--- src/rtl/smag_addsub_pipe.sv ---
// smag_addsub_pipe
// Two-stage pipelined sign-magnitude adder/subtractor with valid/ready
// handshaking on both sides.
//   Stage 1: resolves effective operand signs (zero magnitude counts as +0),
//            orders the magnitudes larger/smaller and flags equality.
//   Stage 2: adds or subtracts the ordered magnitudes and forms the result
//            sign and the overflow flag. A zero result is always +0.
// Backpressure flows from out_ready to in_ready without bubbles, so at
// full throughput one result leaves every cycle.
module smag_addsub_pipe #(
    parameter int WIDTH = 32
) (
    input  logic             clk,
    input  logic             rst,
    input  logic             in_valid,
    output logic             in_ready,
    input  logic             op,
    input  logic [WIDTH-1:0] x,
    input  logic [WIDTH-1:0] y,
    output logic             out_valid,
    input  logic             out_ready,
    output logic [WIDTH-1:0] s,
    output logic             isfu,
    output logic             isover,
    output logic             busy
);

    // Magnitude width: everything below the sign bit.
    localparam int MW = WIDTH - 1;

    // ------------------------------------------------------------------
    // Pipeline occupancy and handshake
    // ------------------------------------------------------------------
    logic r_v1;
    logic r_v2;
    logic w_rdy1;
    logic w_rdy2;
    logic w_accept;
    logic w_adv2;

    // Stage readiness: a stage can load when it is empty or its current
    // entry is leaving this same cycle.
    always_comb begin
        w_rdy2   = !r_v2 || out_ready;
        w_rdy1   = !r_v1 || w_rdy2;
        w_accept = in_valid && w_rdy1;
        w_adv2   = r_v1 && w_rdy2;
    end

    // ------------------------------------------------------------------
    // Stage 1 combinational: effective signs and magnitude ordering
    // ------------------------------------------------------------------
    logic [MW-1:0] w_mag_x;
    logic [MW-1:0] w_mag_y;
    logic          w_sgn_x;
    logic          w_sgn_y;
    logic          w_x_ge_y;
    logic [MW-1:0] w_mag_big;
    logic [MW-1:0] w_mag_small;
    logic          w_sgn_big;
    logic          w_sgn_small;
    logic          w_mag_eq;

    // Split operands, fold op into Y's sign, and put the larger magnitude first.
    // NOTE: every always_comb output gets a value on every path (here via
    // the if/else covering both cases); a path that leaves one unassigned
    // infers a latch.
    always_comb begin
        w_mag_x  = x[MW-1:0];
        w_mag_y  = y[MW-1:0];
        // A zero magnitude is +0 whatever its sign bit says.
        w_sgn_x  = x[WIDTH-1] & (|w_mag_x);
        w_sgn_y  = (y[WIDTH-1] ^ op) & (|w_mag_y);
        w_x_ge_y = (w_mag_x >= w_mag_y);
        w_mag_eq = (w_mag_x == w_mag_y);
        if (w_x_ge_y) begin
            w_mag_big   = w_mag_x;
            w_sgn_big   = w_sgn_x;
            w_mag_small = w_mag_y;
            w_sgn_small = w_sgn_y;
        end else begin
            w_mag_big   = w_mag_y;
            w_sgn_big   = w_sgn_y;
            w_mag_small = w_mag_x;
            w_sgn_small = w_sgn_x;
        end
    end

    // ------------------------------------------------------------------
    // Stage 1 registers
    // ------------------------------------------------------------------
    logic [MW-1:0] r1_mag_big;
    logic [MW-1:0] r1_mag_small;
    logic          r1_sgn_big;
    logic          r1_sgn_small;
    logic          r1_mag_eq;

    // Stage 1 valid: refilled from the input whenever the stage can load.
    // NOTE: sequential state uses non-blocking assignments so every register
    // samples the pre-edge values of the others; blocking '=' here would
    // make the result depend on statement order.
    always_ff @(posedge clk or posedge rst) begin
        if (rst) begin
            r_v1 <= 1'b0;
        end else if (w_rdy1) begin
            r_v1 <= in_valid;
        end
    end

    // Stage 1 payload: captured only when an operand set is accepted.
    // NOTE: payload registers are cleared on reset as well so that every
    // flop leaves reset in a known state; without the valid bit they are
    // never observed, but known values keep simulation free of X.
    always_ff @(posedge clk or posedge rst) begin
        if (rst) begin
            r1_mag_big   <= '0;
            r1_mag_small <= '0;
            r1_sgn_big   <= 1'b0;
            r1_sgn_small <= 1'b0;
            r1_mag_eq    <= 1'b0;
        end else if (w_accept) begin
            r1_mag_big   <= w_mag_big;
            r1_mag_small <= w_mag_small;
            r1_sgn_big   <= w_sgn_big;
            r1_sgn_small <= w_sgn_small;
            r1_mag_eq    <= w_mag_eq;
        end
    end

    // ------------------------------------------------------------------
    // Stage 2 combinational: magnitude add/subtract and sign resolution
    // ------------------------------------------------------------------
    logic [MW:0]   w_sum;
    logic [MW-1:0] w_diff;
    logic          w_same_sgn;
    logic [MW-1:0] w_res_mag;
    logic          w_res_sgn;
    logic          w_res_over;

    // Same signs add magnitudes (carry = overflow); differing signs subtract
    // the smaller from the larger, which can never overflow.
    always_comb begin
        w_sum      = {1'b0, r1_mag_big} + {1'b0, r1_mag_small};
        w_diff     = r1_mag_big - r1_mag_small;
        w_same_sgn = (r1_sgn_big == r1_sgn_small);
        if (w_same_sgn) begin
            w_res_mag  = w_sum[MW-1:0];
            w_res_over = w_sum[MW];
        end else begin
            w_res_mag  = r1_mag_eq ? '0 : w_diff;
            w_res_over = 1'b0;
        end
        // The larger operand's sign is also the common sign when signs
        // match; a zero magnitude (including a wrapped overflow) is +0.
        w_res_sgn = r1_sgn_big & (|w_res_mag);
    end

    // ------------------------------------------------------------------
    // Stage 2 registers (outputs)
    // ------------------------------------------------------------------
    logic [WIDTH-1:0] r_s;
    logic             r_isover;

    // Stage 2 valid: takes stage 1's entry when stage 2 can load.
    always_ff @(posedge clk or posedge rst) begin
        if (rst) begin
            r_v2 <= 1'b0;
        end else if (w_rdy2) begin
            r_v2 <= r_v1;
        end
    end

    // Stage 2 payload: held unchanged while a result waits for out_ready.
    always_ff @(posedge clk or posedge rst) begin
        if (rst) begin
            r_s      <= '0;
            r_isover <= 1'b0;
        end else if (w_adv2) begin
            r_s      <= {w_res_sgn, w_res_mag};
            r_isover <= w_res_over;
        end
    end

    // ------------------------------------------------------------------
    // Outputs
    // ------------------------------------------------------------------
    assign in_ready  = w_rdy1;
    assign out_valid = r_v2;
    assign s         = r_s;
    assign isfu      = r_s[WIDTH-1];
    assign isover    = r_isover;
    assign busy      = r_v1 || r_v2;

endmodule

--- config.mk ---
export PLATFORM = sky130hd
export DESIGN_NAME = smag_addsub_pipe
export DESIGN_NICKNAME = d
export VERILOG_FILES = /design/src/rtl/smag_addsub_pipe.sv
export SDC_FILE = /design/constraint.sdc
export NUM_CORES = 1
export LEC_CHECK = 0
export ABC_AREA = 1
export CORE_ASPECT_RATIO = 0.8
export CORE_UTILIZATION = 60
export DETAILED_ROUTE_END_ITERATION = 8
export PLACE_DENSITY = 0.86
export SYNTH_ARGS = -nofsm -noshare
export SYNTH_HDL_FRONTEND = slang
export SYNTH_SLANG_ARGS = --single-unit
--- constraint.sdc ---
create_clock -name clk -period 5.15 [get_ports clk]
set_input_delay 1.2875 -clock clk [delete_from_list [all_inputs] [get_ports clk]]
set_output_delay 1.2875 -clock clk [all_outputs]
set_load 0.005 [all_outputs]
==> key figures, run 1 <==
Worst setup path
  • WP data required: 5.42 ns
  • CP Capture Type: register
  • Worst setup SP type: input pin
  • CP Data Arrival Time: approximately 4.4 ns
  • CP Class: input pin to register
  • Crit-path cells: clkdlybuf4s50_1, ha_1, nand3_1, nor2_1, nand3_1, nor4_1, nand4_1, nand2_1, nor3_4, nand2_2, buf_12, o21ai_0, o21ai_0
  • Crit-path max cell delay: 0.57 ns
  • Worst path slowest cell: clkdlybuf4s50_1
  • Worst Path Max Fanout: 34

Flow run
  • # Max-Cap Violations: 0

Finish
  • Most frequent cells in the layout: 549 x nand2_1, 281 x inv_1, 169 x nor2_1
  • Commonest non-fill, non-tap cell in the layout: nand2_1
  • N_diodes: 0
  • Final Instance Count excl. Fillers: 2026
  • Final net count: 1964
  • Layout cells sized above 1: 3.21%
  • Layout area overhead: 13.1%
  • Filler Cell Count: 1506

STA
  • Final Max Tran Viols: 0
  • Final Skew: between 0.015 and 0.02 ns
  • Tmin final: 4.12 ns
  • Final Hold Viols: 0
  • Final setup vio count: 0
  • Hold slack: 0.486 ns
  • Slew Limit Headroom: about a third
  • Setup TNS: 0 ns
  • RSZ-0062 raised after global routing: false
  • Slew @ Worst Pin: 1.01 ns
  • Final Cycle Share: between 80% and 90%
  • Fmax: 242 MHz

Synthesis
  • Synth Cell Area: 10500 um^2
  • Cells after Synth: about 1.7k
  • Synth area leaders: dfrtp_1 24%, nand2_1 20%, ha_1 11%, inv_1 10%, nor2_1 6.1%
  • Post-synth cell types: 44
  • Post-synthesis async set-or-reset flop share: 100%
  • Synth top area share: 23.9%
  • Largest area contributor in the netlist: dfrtp_1
  • Net Count, Synth: 1901
  • Part of the Yosys area used for sequential elements: 23.9%
  • #FFs+latches synth: 100
  • Post-synth EDFFs: 0
  • Avg Inst Size Synth: 6.03 um^2
  • Dominant synthesized flop cell: dfrtp_1
  • Number of synthesis warnings: 0

CTS
  • H-tree levels: 3
  • Number of setup buffers added after CTS: 0
  • Number of buffers created by CTS: 9
  • Worst-path clk slew: 0.07 ns
  • Root Driver: clkbuf_16
  • Hold_buf cts: 0
  • Max Root-Sink Buffers: 2
  • CTS tree: done
  • Sinks on Clock Net: 100
  • Post-CTS Resized: 0
  • Worst skew pair latency: 0.37 ns

Global route
  • Vias in the first global route: 10.6k
  • GRT overflow: 0
  • Largest net degree at the start of global routing: about 70
  • Initial antenna violation count: 0
  • GRT Total Usage: between 30% and 40%
  • First-pass GRT wire length: 53800 um

Floorplan
  • Initial cell density of the core: approximately 62%
  • Die width: 150 um
  • I/O pins: 106
  • DIE HEIGHT: 120 um
  • Die area: 18000 um^2
  • Core area: 16800 um^2
  • Rows: 42

Routing
  • Via count: about 12k
  • Drt wl/cell: roughly 17 um
  • Drt drc: 0
  • Vias per Instance: between 5 and 6
  • Drt first pass iters: 6
  • Overall routed net length: around 34000 um
  • Initial DRC count: 1182
  • Final ANT Viol Nets: 0

Pwr
  • P per Cell Area: approximately 430 nW/um^2
  • Max IR drop VDD: 0.000204 V
  • Static Leak: roughly 6.4 nW

Place
  • Port buffer count: 105
  • DP Wirelength: 27300 um
  • Routability cong.: ~1
  • Placed cell count: 2010

Outcome
  • Outcome: completed

Min path
  • Hold Path Class: register to register
==> kinds of logic after synthesis <==
kind of cell               count (synthesis)  synth area share (%)
AOI/OAI and AO/OA                        271                  14.1
buffers and inverters                    351                  13.8
xor gates and xnor gates                   2                 0.167
DFF                                      100                  23.9
adders and majority gates                 94                  11.4
and+or+nand+nor                          920                  36.6
==> cell type report <==
type	instances	area [um^2]	area share (%)
clock buffer	10	239	2.02
clock inverter	6	55.1	0.465
inverter	285	1070	9.06
multi-input combinational	1287	6520	55.1
sequential	100	2500	21.1
tap	220	275	2.32
timing repair buffer	118	1170	9.91
==> power by group <==
part / internal (mW) / switching (mW) / leakage [nW] / total [mW]
clock network: 0.351 / 0.349 / 0.139 / 0.701
logic: 1.12 / 2.05 / 5.03 / 3.17
registers: 1.01 / 0.160 / 1.18 / 1.17
total: 2.48 / 2.56 / 6.36 / 5.04
==> worst max-delay path: cells and delay by family <==
family	cells	cell delay, ns
adder cells (fa/ha/maj)	1	0.40
AND/OR/NAND/NOR	8	1.53
AO/OA/AOI/OAI	2	0.35
buffers and inverters	2	0.82
==> state kept, by name (all words and copies together), names as in the netlist <==
name / count
r1_mag_small: 31
r1_sgn_small: 1
r1_mag_eq: 1
isover: 1
r1_mag_big: 31
s: 32
r_v1: 1
out_valid: 1
r1_sgn_big: 1
==> per-stage QoR <==
stage / setup WS [ns] / cell area, um^2 / util [%] / total power, mW
2_1_floorplan: 1.24 / 10500 / - / 3.27
3_3_place_gp: 0.907 / 11500 / 68.7 / 4.18
3_5_place_dp: 0.790 / 11500 / 68.7 / 4.27
4_1_cts: 1.17 / 11800 / 70.4 / 4.96
5_1_grt: 0.880 / 11800 / 70.4 / 5.47
6_report: 1.03 / 11800 / 70.4 / 5.04
==> cell usage after synthesis (all sizes together) (3+ instances only) <==
library cell  instances
o21bai                9
or2                   4
nor3                 13
nor2                178
dfrtp               100
o22ai                30
and2                  3
nand4                24
buf                  36
clkbuf               30
a21oi                98
ha                   92
o21ai               101
nand2               554
nor4                 14
a31oi                27
inv                 284
nand3               125
==> worst paths after layout <==
path | cells past startpoint | from | slack, ns | endpoint
min | 2 | s[4]$_DFFE_PP0P_ | 0.49 | s[4]$_DFFE_PP0P_
max in group asynchronous | 3 | rst | 2.98 | r1_mag_small[28]$_DFFE_PP0P_
max | 13 | x[30] | 1.03 | r1_mag_big[6]$_DFFE_PP0P_
max reg2reg | 21 | r1_mag_big[0]$_DFFE_PP0P_ | 2.05 | s[31]$_DFFE_PP0P_
min reg2reg | 2 | s[4]$_DFFE_PP0P_ | 0.49 | s[4]$_DFFE_PP0P_
min in group asynchronous | 2 | rst | 1.29 | s[1]$_DFFE_PP0P_
==> per-layer routing <==
layer  vias up  wire (um)  GRT usage, %
met5         -          0             0
met4         0       1010          12.7
met3        66       3390          7.02
met2       636      14100          57.6
met1      5188      15100          56.2
li1       5665          -             -
(Power assumes the default switching activity.)
==> inputs of run 2 (changes only) <==
- CORE_UTILIZATION: 60 -> 59
- PLACE_DENSITY: 0.86 -> 0.85
- clock period: 5.15 -> 4.3 ns (I/O delays scaled with it)
==> key figures, run 2 (synthesized netlist as in run 1, its figures left out) <==
Finish
  • Commonest non-fill, non-tap cell in the layout: nand2_1
  • Final net count: 1962
  • Layout cells sized above 1: 3.05%
  • Most frequent cells in the layout: 549 x nand2_1, 281 x inv_1, 169 x nor2_1
  • N_diodes: 0
  • Filler Cell Count: 1624
  • Area occupied by registers: ~2500 um^2
  • Largest register FFs: 32
  • Layout area overhead: 13.0%
  • Multi-input gate area: 6520 um^2
  • Final Instance Count excl. Fillers: 2029

Global route
  • GRT Total Usage: between 30% and 40%
  • Vias in the first global route: 10.1k
  • GRT overflow: 0
  • Initial antenna violation count: 0
  • First-pass GRT wire length: roughly 53000 um
  • Largest net degree at the start of global routing: 96

Routing
  • Drt wl/cell: 16.4 um
  • Vias per Instance: 5.64
  • Initial DRC count: between 1k and 1.5k
  • Overall routed net length: between 30000 and 40000 um
  • Drt drc: 0
  • Via count: 11.4k
  • Drt first pass iters: 8
  • Final ANT Viol Nets: 0

STA
  • Slew @ Worst Pin: 0.884 ns
  • Final Max Tran Viols: 0
  • Tmin final: 3.70 ns
  • Final Cycle Share: 86.1%
  • RSZ-0062 raised after global routing: false
  • Fmax: ~270 MHz
  • Slew Limit Headroom: 41.1%
  • Final setup vio count: 0
  • Final Skew: about 0.018 ns
  • Setup TNS: 0 ns
  • Final Hold Viols: 0
  • Setup WS post-layout: 0.598 ns

CTS
  • Number of setup buffers added after CTS: 0
  • Number of buffers created by CTS: 9
  • Root Driver: clkbuf_16
  • Sinks on Clock Net: 100
  • H-tree levels: 3
  • Max Root-Sink Buffers: 2
  • Worst skew pair latency: 0.37 ns
  • Worst-path clk slew: approximately 0.07 ns
  • Hold_buf cts: 0
  • CTS tree: done
  • Post-CTS Resized: 0

Worst setup path
  • CP Data Arrival Time: around 4 ns
  • WP data required: roughly 4.6 ns
  • Crit-path cells: clkdlybuf4s50_1, ha_1, nand3_1, nor2_1, nand3_1, nor4_1, nand4_1, nand2_1, nor3_4, nand2_2, buf_12, o21ai_0, o21ai_0
  • Crit-path max cell delay: 0.55 ns
  • Worst path slowest cell: clkdlybuf4s50_1
  • CP bufs+invs: 2
  • CP Capture Type: register
  • R2R setup slack: 1.28 ns
  • Worst setup SP type: input pin
  • Top delay family on crit path: simple AND/OR/NAND/NOR gates
  • CP Class: input pin to register
  • Worst Path Max Fanout: 94

Floorplan
  • Die width: around 150 um
  • Rows: 43
  • Core area: 17400 um^2
  • Initial cell density of the core: 60.3%
  • DIE HEIGHT: 121 um
  • Die area: 18300 um^2
  • I/O pins: 106

Pwr
  • Max IR drop VDD: between 0.0002 and 0.0003 V
  • Static Leak: 6.36 nW
  • P per Cell Area: 511 nW/um^2

Place
  • DP Wirelength: 26900 um
  • Pre-CTS setup slack: ~0.35 ns
  • Placed cell count: ~2k
  • Routability cong.: 0.997
  • Port buffer count: ~110

Outcome
  • Outcome: completed

Flow run
  • # Max-Cap Violations: 0

Min path
  • Hold Path Class: register to register
## run 2: where the power goes
| group | total [mW] | switching [mW] | internal (mW) | leakage (nW) |
|---|---|---|---|---|
| registers | 1.40 | 0.194 | 1.21 | 1.18 |
| clock network | 0.856 | 0.398 | 0.459 | 0.149 |
| logic | 3.79 | 2.45 | 1.34 | 5.02 |
| total | 6.05 | 3.04 | 3.01 | 6.36 |
## run 2: layout make-up
type | count | share of cell area, %
Clock inverter | 6 | 0.581
Timing Repair Buffer | 116 | 9.79
Clock buffer | 10 | 1.93
Tap cell | 225 | 2.38
Inverter | 285 | 9.06
Multi-Input combinational cell | 1287 | 55.1
Sequential cell | 100 | 21.1
## run 2: stage by stage
stage	cell area, um^2	total power [mW]	hold WS (ns)	utilization, %
floorplan	10500	3.91	0.457	-
global placement	11500	5.03	0.463	66.4
detailed placement	11500	5.10	0.465	66.4
CTS	11800	5.96	0.484	68.1
global route	11800	6.58	0.505	68.1
finish	11800	6.05	0.479	68.1
## run 2: worst min-delay path, delay by kind of cell (launching register included)
family	cells	cell delay (ns)
DFF	1	0.35
and+or+nand+nor	2	0.10
## run 2: path summary, 6_finish.rpt
kind / endpoint / startpoint / depth (start not counted)
max: r1_mag_big[20]$_DFFE_PP0P_ / x[30] / 13
min: s[4]$_DFFE_PP0P_ / s[4]$_DFFE_PP0P_ / 2
max reg2reg: s[31]$_DFFE_PP0P_ / r1_mag_small[0]$_DFFE_PP0P_ / 20
min reg2reg: s[4]$_DFFE_PP0P_ / s[4]$_DFFE_PP0P_ / 2
max in group asynchronous: r1_mag_small[26]$_DFFE_PP0P_ / rst / 3
min in group asynchronous: s[1]$_DFFE_PP0P_ / rst / 2
## run 2: layer usage
metal / global-route usage, % / wire length [um] / vias to the layer above
li1: - / - / 5658
met1: 56.5 / 15400 / 5130
met2: 55.8 / 13900 / 606
met3: 5.83 / 3350 / 51
met4: 10.0 / 718 / 0
met5: 0 / 0 / -
